$ cat src/rtl/pipe_pkg.sv
// Shared definitions for the front-end pipeline registers: instruction types,
// field widths and the values that make up an ID/EX bubble.
package pipe_pkg;

  localparam int REG_W   = 5;
  localparam int INSTR_W = 32;
  localparam int TYPE_W  = 3;
  localparam int CNT_W   = 16;

  typedef enum logic [TYPE_W-1:0] {
    RR_ALU    = 3'd0,
    ALU_IMM   = 3'd1,
    LOAD      = 3'd2,
    STORE     = 3'd3,
    BRANCH    = 3'd4,
    PP_MOVE   = 3'd5,
    PP_HMOVE  = 3'd6,
    PP_VMOVE  = 3'd7
  } instr_type_e;

  // Register 0 is hardwired zero, so a bubble never forwards or interlocks.
  localparam instr_type_e      BUBBLE_TYPE = RR_ALU;
  localparam logic [REG_W-1:0] BUBBLE_REG  = '0;

endpackage

$ cat src/rtl/pipe_reg.sv
// Generic pipeline register with load enable and a synchronous clear that
// takes priority over the enable.
module pipe_reg #(
  parameter int             W       = 32,
  parameter logic [W-1:0]   CLR_VAL = '0
) (
  input  logic         clk,
  input  logic         clr,
  input  logic         en,
  input  logic [W-1:0] d,
  output logic [W-1:0] q
);

  always_ff @(posedge clk) begin
    if (clr)     q <= CLR_VAL;
    else if (en) q <= d;
  end

endmodule

$ cat src/rtl/pipe_front_regs.sv
// PC, IF/ID and ID/EX registers driven by the stall unit and EX branch
// resolution, plus saturating stall/flush counters for performance debug.
module pipe_front_regs
  import pipe_pkg::*;
#(
  parameter int              PC_W     = 32,
  parameter int              DATA_W   = 32,
  parameter logic [PC_W-1:0] RESET_PC = '0
) (
  input  logic                clk,
  input  logic                rst,
  input  logic                enPC,
  input  logic                enIfId,
  input  logic                rstIdEx,
  input  logic                branchTaken,
  input  logic [PC_W-1:0]     branchTarget,
  input  logic [INSTR_W-1:0]  instrIn,
  output logic [PC_W-1:0]     pc,
  output logic [PC_W-1:0]     ifIdPc,
  output logic [INSTR_W-1:0]  ifIdInstr,
  output logic                ifIdValid,
  input  logic [TYPE_W-1:0]   decInstrType,
  input  logic [REG_W-1:0]    decRS,
  input  logic [REG_W-1:0]    decRT,
  input  logic [REG_W-1:0]    decRegDest,
  input  logic [DATA_W-1:0]   decOpA,
  input  logic [DATA_W-1:0]   decOpB,
  output logic [TYPE_W-1:0]   exInstrType,
  output logic [REG_W-1:0]    exRS,
  output logic [REG_W-1:0]    exRT,
  output logic [REG_W-1:0]    exRegDest,
  output logic [DATA_W-1:0]   exOpA,
  output logic [DATA_W-1:0]   exOpB,
  output logic                exValid,
  output logic [CNT_W-1:0]    stallCount,
  output logic [CNT_W-1:0]    flushCount
);

  localparam int IFID_W = PC_W + INSTR_W + 1;
  localparam int IDEX_W = TYPE_W + 3 * REG_W + 2 * DATA_W + 1;
  localparam logic [IDEX_W-1:0] IDEX_BUBBLE =
    {TYPE_W'(BUBBLE_TYPE), BUBBLE_REG, BUBBLE_REG, BUBBLE_REG,
     {(2 * DATA_W){1'b0}}, 1'b0};

  function automatic logic [CNT_W-1:0] sat_inc(input logic [CNT_W-1:0] v);
    return (v == '1) ? v : v + CNT_W'(1);
  endfunction

  logic [PC_W-1:0]   pc_d;
  logic [IFID_W-1:0] ifid_q;
  logic [IDEX_W-1:0] idex_d, idex_q;

  // PC stage: a taken branch redirects even when the stall unit froze the PC.
  assign pc_d = branchTaken ? branchTarget : pc + PC_W'(4);

  pipe_reg #(.W(PC_W), .CLR_VAL(RESET_PC)) u_pc (
    .clk (clk),
    .clr (rst),
    .en  (branchTaken | enPC),
    .d   (pc_d),
    .q   (pc)
  );

  // IF/ID stage
  pipe_reg #(.W(IFID_W)) u_ifid (
    .clk (clk),
    .clr (rst | branchTaken),
    .en  (enIfId),
    .d   ({pc, instrIn, 1'b1}),
    .q   (ifid_q)
  );
  assign {ifIdPc, ifIdInstr, ifIdValid} = ifid_q;

  // ID/EX stage: loads or bubbles every cycle, never holds.
  assign idex_d = {decInstrType, decRS, decRT, decRegDest, decOpA, decOpB, ifIdValid};

  pipe_reg #(.W(IDEX_W), .CLR_VAL(IDEX_BUBBLE)) u_idex (
    .clk (clk),
    .clr (rst | branchTaken | rstIdEx),
    .en  (1'b1),
    .d   (idex_d),
    .q   (idex_q)
  );
  assign {exInstrType, exRS, exRT, exRegDest, exOpA, exOpB, exValid} = idex_q;

  always_ff @(posedge clk) begin
    if (rst) begin
      stallCount <= '0;
      flushCount <= '0;
    end else if (branchTaken) begin
      flushCount <= sat_inc(flushCount);
    end else if (!enPC) begin
      stallCount <= sat_inc(stallCount);
    end
  end

endmodule
$ cat config.mk
export PLATFORM = sky130hd
export DESIGN_NAME = pipe_front_regs
export DESIGN_NICKNAME = d
export VERILOG_FILES = /design/src/rtl/pipe_pkg.sv /design/src/rtl/pipe_reg.sv /design/src/rtl/pipe_front_regs.sv
export SDC_FILE = /design/constraint.sdc
export NUM_CORES = 1
export LEC_CHECK = 0
export BUFFER_PORTS_ARGS = -buffer_cell sky130_fd_sc_hd__buf_4
export CAP_MARGIN = 10
export CORE_MARGIN = 8
export CORE_UTILIZATION = 35
export DETAILED_ROUTE_END_ITERATION = 10
export PLACE_DENSITY = 0.62
export SYNTH_ARGS = -nofsm -noshare
export SYNTH_HDL_FRONTEND = slang
export SYNTH_SLANG_ARGS = --single-unit
$ cat constraint.sdc
create_clock -name clk -period 2.9 [get_ports clk]
set_input_delay 0.87 -clock clk [delete_from_list [all_inputs] [get_ports clk]]
set_output_delay 0.87 -clock clk [all_outputs]
set_load 0.02 [all_outputs]
==> summary.md, run 1 <==
| Metric | Value |
|---|---|
| Initial core utilization | `0.352` |
| Async SR Flop Fraction | `0` |
| CTS tree | `yes` |
| Slew at the pin with the worst max-slew slack | `0.776 ns` |
| Detailed Place HPWL | `20700 um` |
| Crit path kind | `flop to flop` |
| # Max-Cap Violations | `0` |
| First DRT Iteration DRCs | `359` |
| Synthesized area per cell | `9.84 sq um` |
| Crit path required time | `3.32 ns` |
| Post-CTS Setup Bufs | `0` |
| Fin Setup TNS | `0 ns` |
| Number of design rule violations left after detail routing | `0` |
| Net Count, Synth | `958` |
| Die outline height | `166 um` |
| Row count | `55` |
| Leakage component of the power | `5.31 nW` |
| Clock Path Buffers | `3` |
| GRT Util Overall | `0.188` |
| Number of detailed-routing iterations run before antenna repair | `4` |
| Sequential area share after synthesis | `0.537` |
| Synth Area in Adders | `0.00475` |
| Placer's final routability congestion estimate | `0.877` |
| Final number of hold-violating endpoints | `0` |
| Proportion of power drawn by flip-flops and latches | `0.454` |
| Final worst clock skew | `0.00739 ns` |
| Post-CTS resize count | `0` |
| Switching power of the nets | `0.00160 W` |
| Combinational family with the most area after synthesis | `simple AND/OR/NAND/NOR gates` |
| Number of fillers in the final layout | `2082` |
| Count of pins over their slew limit | `0` |
| Cell count after synthesis | `803` |
| Clock latency reported for the late side of the worst-skew pair | `0.50 ns` |
| Mux cell area share after synthesis | `0.0973` |
| Detailed Route WL | `26900 um` |
| Status | `finished, final reports clean` |
| Via count of the first global-routing pass | `7229` |
| Clock power share | `0.443` |
| Total standard cell area after synthesis | `0.00791 sq mm` |
| Fraction of the mapped netlist area in simple logic gates | `0.234` |
| Clk root buf | `clkbuf_16` |
| Nets | `1322` |
| Largest fanout on the critical path | `15` |
| Post-route fraction of the period consumed by the critical path | `0.737` |
| Final global-route overflow total | `0` |
| Share of the synthesized area in compound gates (AO/OA/AOI/OAI) | `0.0863` |
| Max VDD drop | `0.488 mV` |
| Tightest slew margin relative to the limit | `0.478` |
| Share of layout cells above drive strength 1 | `0.373` |
| Antenna violations before repair | `2` |
| Path category of the worst min-delay check | `flop to flop` |
| Area grow syn2layout | `49.2%` |
| Vias per std cell | `4.87` |
| Flip-flop and latch count after synthesis | `212` |
| Clock transition at path regs | `0.06 ns` |
| Total of hold buffers inserted after clock tree synthesis | `0` |
| XOR/XNOR Fraction of Synth Area | `0.0111` |
| Final worst path period need | `2.14 ns` |
| Detail-routed net length per standard cell | `18.3 um` |
| Setup Viol. Count Final | `0` |
| Die W | `166 um` |
| Wire length of the first global-routing pass | `42000 um` |
| Number of distinct standard cells referenced by the synthesized netlist | `48` |
| Total power draw | `0.00677 W` |
| Floorplan die area | `0.0277 sq mm` |
| Synth Flop Type | `dfxtp_1` |
| Highest achievable clock rate | `0.468 GHz` |
| Number of sinks handled by clock tree synthesis | `212` |
| Inserted Clock Buffers | `24` |
| Total via count in the routed design | `7165` |
| Yosys warning count | `0` |
| Number of nets still failing antenna checks after routing | `0` |
| Standard cell core area | `0.0224 sq mm` |
| Power Density | `574 mW/mm^2` |
| Worst setup EP type | `flop` |
| Category of the worst setup path launch point | `flop` |
| Arrival time at the worst endpoint | `2.56 ns` |
| Largest net degree at the start of global routing | `84` |
| Switching power as a share of total power | `0.236` |
| Boundary pin count | `364` |
| Setup repair after global routing missed its margin | `no` |
| IO Port Bufs | `363` |
| Number of enable flip-flop cells after synthesis | `0` |
| Part of the total power dissipated in combinational logic | `0.103` |
| P_int | `0.00517 W` |
| Depth of the CTS H-tree | `1` |
[critical path, cell delays in order (launching register included)]
cell and delay, ns:
dfxtp_1 0.33, ha_1 0.26, nand3_1 0.14, or4_4 0.64
or4_1 0.44, a311oi_1 0.24
[cell families after synthesis]
kind of cell	count (synthesis)
DFF	212
adders and majority gates	3
muxes	76
AOI/OAI and AO/OA	98
and+or+nand+nor	346
buffers and inverters	58
xor gates and xnor gates	10
[layout make-up]
| type | instances | area (sq um) | share of cell area |
|---|---|---|---|
| Antenna cell | 1 | 2.50 | 0.000212 |
| Clock buffer | 38 | 734 | 0.0623 |
| Clock inverter | 6 | 58.8 | 0.00499 |
| Inverter | 12 | 45.0 | 0.00382 |
| Multi-Input combinational cell | 533 | 3430 | 0.291 |
| Sequential cell | 212 | 4240 | 0.360 |
| Tap cell | 285 | 357 | 0.0302 |
| Timing Repair Buffer | 384 | 2920 | 0.248 |
[through the flow]
step,cells,area (sq um),setup WS (ns),hold WS (ns),util
2_1_floorplan,803,7910,0.528,0.549,-
3_3_place_gp,1426,11000,0.348,0.473,0.490
3_5_place_dp,1426,11000,0.303,0.476,0.490
4_1_cts,1470,11800,0.741,0.496,0.526
5_1_grt,1471,11800,0.564,0.515,0.526
6_report,1471,11800,0.763,0.493,0.526
[flip-flops by register name, indices dropped and copies added (netlist names)]
name,flops
u_idex.q,83
u_ifid.q,65
u_pc.q,32
flushCount,16
stallCount,16
[synth_stat cells, types with 4 or more instances]
cell type / n / area share
or4_1: 17 / 0.016
and3_1: 5 / 0.0040
xnor2_1: 7 / 0.0078
nor3b_1: 4 / 0.0038
o31ai_1: 16 / 0.015
nor4_1: 6 / 0.0047
o21ai_0: 13 / 0.0082
or3_1: 11 / 0.0087
a311oi_1: 17 / 0.019
dfxtp_1: 212 / 0.54
a21oi_1: 26 / 0.016
inv_1: 11 / 0.0052
and2_1: 83 / 0.066
nand4_1: 21 / 0.017
clkbuf_1: 32 / 0.015
buf_1: 10 / 0.0047
mux2i_1: 69 / 0.087
nor3_1: 11 / 0.0070
mux2_2: 7 / 0.010
a211oi_1: 11 / 0.010
or2_2: 4 / 0.0032
and4_1: 8 / 0.0089
nor2_1: 114 / 0.054
nand2_1: 29 / 0.014
nand3_1: 18 / 0.011
nor2b_1: 7 / 0.0055
[layout by cell type, fill, tap and decap left out, drive strengths merged, types with 2 or more instances in the layout]
cell / n
a2111oi: 2
a211oi: 11
a21oi: 26
a311oi: 17
and2: 83
and3: 5
and4: 9
buf: 384
clkbuf: 38
clkinv: 5
dfxtp: 212
ha: 3
inv: 12
mux2: 7
mux2i: 69
nand2: 29
nand3: 18
nand4: 22
nor2: 114
nor2b: 7
nor3: 11
nor3b: 4
nor4: 6
o211a: 3
o21ai: 13
o31ai: 16
o41ai: 2
or2: 5
or3: 13
or4: 19
xnor2: 7
xor2: 3
[metal layers]
metal	GRT usage	part of all wire	vias to the layer above	wire length [um]
li1	-	-	3569	-
met1	0.203	0.37	3311	10100
met2	0.338	0.51	249	13600
met3	0.0749	0.099	34	2680
met4	0.0470	0.021	2	563
met5	0	0.00048	-	13
[worst paths after layout]
kind                start      endpoint  slack [ns]  cells after the start
min          u_ifid.q[62]  u_ifid.q[62]        0.49                      2
min reg2reg  u_ifid.q[62]  u_ifid.q[62]        0.49                      2
max             u_pc.q[2]    u_pc.q[22]        0.76                      5
max reg2reg     u_pc.q[2]    u_pc.q[22]        0.76                      5
[power groups by stage]
stage / logic (W) / clock network [W] / registers (W)
final: 0.000696 / 0.00300 / 0.00307
after global routing: 0.000751 / 0.00321 / 0.00309
after CTS: 0.000707 / 0.00310 / 0.00307
after detailed placement: 0.000706 / 0 / 0.00314
after global placement: 0.000702 / 0 / 0.00313
after floorplan: 0.000207 / 0 / 0.00324
Note: power is estimated with default switching activity, not from simulation.
==> run 2: changes to the inputs <==
Clock period 2.9 ns to 2.1 ns, I/O delays scaled along.
==> summary.md, run 2 (synthesized netlist as in run 1, its figures left out) <==
| Metric | Value |
|---|---|
| Wire length of the first global-routing pass | `43100 um (+2.8%)` |
| Crit path cell chain | `ha_2, nand3_2, or4_4, or4_1, a311oi_2` |
| Commonest non-fill, non-tap cell in the layout | `buf_4` |
| Register-to-register setup slack | `0.10 ns (-0.66 ns)` |
| Worst R2R Path Depth | `5 (unchanged)` |
| Post-route fraction of the period consumed by the critical path | `0.952 (+0.215)` |
| Clk root buf | `clkbuf_16` |
| Post-CTS Setup Bufs | `0 (unchanged)` |
| Proportion of power drawn by flip-flops and latches | `0.451 (-0.003)` |
| Category of the worst setup path launch point | `flop` |
| Clock power share | `0.438 (-0.005)` |
| CTS tree | `yes` |
| Crit path required time | `2.52 ns (-0.80 ns)` |
| Worst min-delay path endpoint | `u_idex.q[34]` |
| Crit Reg-Reg Endpoint | `u_pc.q[26]` |
| Inserted Clock Buffers | `24 (unchanged)` |
| Die W | `166 um (unchanged)` |
| Switching power of the nets | `0.00221 W (+39%)` |
| Worst reg2reg startpoint | `u_pc.q[2]` |
| Top Registers | `u_idex.q (83), u_ifid.q (65), u_pc.q (32)` |
| IO Port Bufs | `363 (unchanged)` |
| Post-CTS resize count | `0 (unchanged)` |
| Number of detailed-routing iterations run before antenna repair | `5 (+1)` |
| Arrival time at the worst endpoint | `2.42 ns (-0.14 ns)` |
| Final global-route overflow total | `0 (unchanged)` |
| Highest achievable clock rate | `0.500 GHz (+6.9%)` |
| Worst path slowest cell | `or4_4` |
| Met1 track demand over resource in global routing | `0.204 (+0.00104)` |
| Largest fanout on the critical path | `7 (-8)` |
| Post-DP Area | `0.0114 sq mm (+3.5%)` |
| Number of fillers in the final layout | `2101 (+0.91%)` |
| Switching power as a share of total power | `0.236 (about the same)` |
| Final worst path period need | `2.00 ns (-0.138 ns)` |
| Total via count in the routed design | `7379 (+3.0%)` |
| Hold path depth | `2 (unchanged)` |
| GR Layer Usage met2 | `0.358 (+0.0201)` |
| Detailed Place HPWL | `21800 um (+5.8%)` |
| Initial core utilization | `0.352 (unchanged)` |
| Final number of hold-violating endpoints | `0 (unchanged)` |
| Nets | `1366 (+3.3%)` |
| Met3 global-route usage | `0.0732 (-0.00166)` |
| Tightest slew margin relative to the limit | `0.582 (+0.105)` |
| Clock latency reported for the late side of the worst-skew pair | `0.51 ns (about the same)` |
| # Max-Cap Violations | `0 (unchanged)` |
| Leakage component of the power | `5.53 nW (+4.1%)` |
| Part of the total power dissipated in combinational logic | `0.111 (+0.008)` |
| Commonest cells after routing, fill and taps aside | `buf_4 (419), dfxtp_1 (210), nor2_1 (113), and2_1 (83), mux2i_1 (69)` |
| Crit path kind | `flop to flop` |
| Count of pins over their slew limit | `0 (unchanged)` |
| Via count of the first global-routing pass | `7474 (+3.4%)` |
| Path category of the worst min-delay check | `input port to flop` |
| Status | `finished, final reports clean` |
| Register ranked first by flip-flop count | `u_idex.q` |
| Vias per std cell | `4.89 (+0.33%)` |
| Setup repair after global routing missed its margin | `no` |
| Total of hold buffers inserted after clock tree synthesis | `0 (unchanged)` |
| Post-Layout Inst Area | `0.0122 sq mm (+3.3%)` |
| Number of placed instances, taps included | `1469 (+3.0%)` |
| Final worst clock skew | `0.00603 ns (-0.00135 ns)` |
| Slew at the pin with the worst max-slew slack | `0.626 ns (-0.150 ns)` |
| Worst setup EP type | `flop` |
| Max VDD drop | `0.572 mV (+17%)` |
| Number of flip-flops under the largest register name | `83 (unchanged)` |
| Setup Viol. Count Final | `0 (unchanged)` |
| Clock transition at path regs | `0.06 ns (about the same)` |
| Worst slack at placement | `-0.179 ns (-0.482 ns)` |
| Number of sinks handled by clock tree synthesis | `212 (unchanged)` |
| GRT Util Overall | `0.195 (+0.00712)` |
| First DRT Iteration DRCs | `381 (+6.1%)` |
| Largest stage delay, worst path | `0.61 ns (-0.03 ns)` |
| Largest net degree at the start of global routing | `69 (-18%)` |
| Floorplan die area | `0.0277 sq mm (unchanged)` |
| Number of design rule violations left after detail routing | `0 (unchanged)` |
| Total power draw | `0.00940 W (+39%)` |
| Layer with the highest usage after global routing | `met2` |
| Power Density | `771 mW/mm^2 (+34%)` |
| Antenna violations before repair | `1 (-1)` |
| Boundary pin count | `364 (unchanged)` |
| Min-Delay Startpoint | `decOpA[1]` |
| Setup slack after layout | `0.101 ns (-0.662 ns)` |
| Row count | `55 (unchanged)` |
| Area grow syn2layout | `54.2%` |
| Non-filler cells, final | `1510 (+2.7%)` |
| Clock Path Buffers | `3 (unchanged)` |
| Share of layout cells above drive strength 1 | `0.399 (+0.0257)` |
| Smallest hold slack | `0.322 ns (-0.172 ns)` |
| Detailed Route WL | `28300 um (+5.0%)` |
| Number of nets still failing antenna checks after routing | `0 (unchanged)` |
| Die outline height | `166 um (unchanged)` |
| Standard cell core area | `0.0224 sq mm (unchanged)` |
| P_int | `0.00718 W (+39%)` |
| Placer's final routability congestion estimate | `0.868 (-1.0%)` |
| Detail-routed net length per standard cell | `18.7 um (+2.3%)` |
| Depth of the CTS H-tree | `1 (unchanged)` |
run 2: layout make-up:
| type | count | area [sq um] | area share |
|---|---|---|---|
| inverters | 12 | 45.0 | 0.00370 |
| flip-flops and latches | 212 | 4250 | 0.348 |
| diodes | 1 | 2.50 | 0.000205 |
| repair buffers | 427 | 3310 | 0.271 |
| well taps | 285 | 357 | 0.0293 |
| clock inverters | 5 | 75.1 | 0.00616 |
| clock buffers | 34 | 689 | 0.0566 |
| multi-input cells | 534 | 3470 | 0.284 |
run 2: metal layers:
layer / up-vias / part of all wire
met1: 3421 / 0.37
met5: - / 0
met4: 0 / 0.026
li1: 3642 / -
met3: 48 / 0.095
met2: 268 / 0.51
run 2: how the worst max path moves through the flow:
stage | from | to | slack [ns] | cells after the start
floorplan | branchTaken | stallCount[12] | 0.006 | 5
global placement | enPC | u_pc.q[24] | -0.13 | 5
detailed placement | enPC | u_pc.q[24] | -0.18 | 5
CTS | u_pc.q[2] | u_pc.q[26] | 0.06 | 5
global route | u_pc.q[2] | u_pc.q[28] | 0.02 | 5
finish | u_pc.q[2] | u_pc.q[26] | 0.10 | 5
run 2: stage by stage:
step,setup TNS (ns),utilization
after floorplan,0,-
after global placement,-1.07,0.508
after detailed placement,-1.76,0.508
after CTS,0,0.542
after global routing,0,0.543
final,0,0.543
run 2: critical path: cells and delay by family, from the launching register on:
family / cells / cell delay (ns)
compound gates: 1 / 0.23
fa+ha+maj: 1 / 0.20
flops: 1 / 0.33
simple gates: 3 / 1.15
run 2: power groups by stage:
stage	sequential (W)	clock (W)	combinational, W
final	0.00423	0.00412	0.00104
after global routing	0.00425	0.00441	0.00112
after CTS	0.00423	0.00424	0.00106
after floorplan	0.00447	0	0.000287
after global placement	0.00432	0	0.00105
after detailed placement	0.00432	0	0.00105
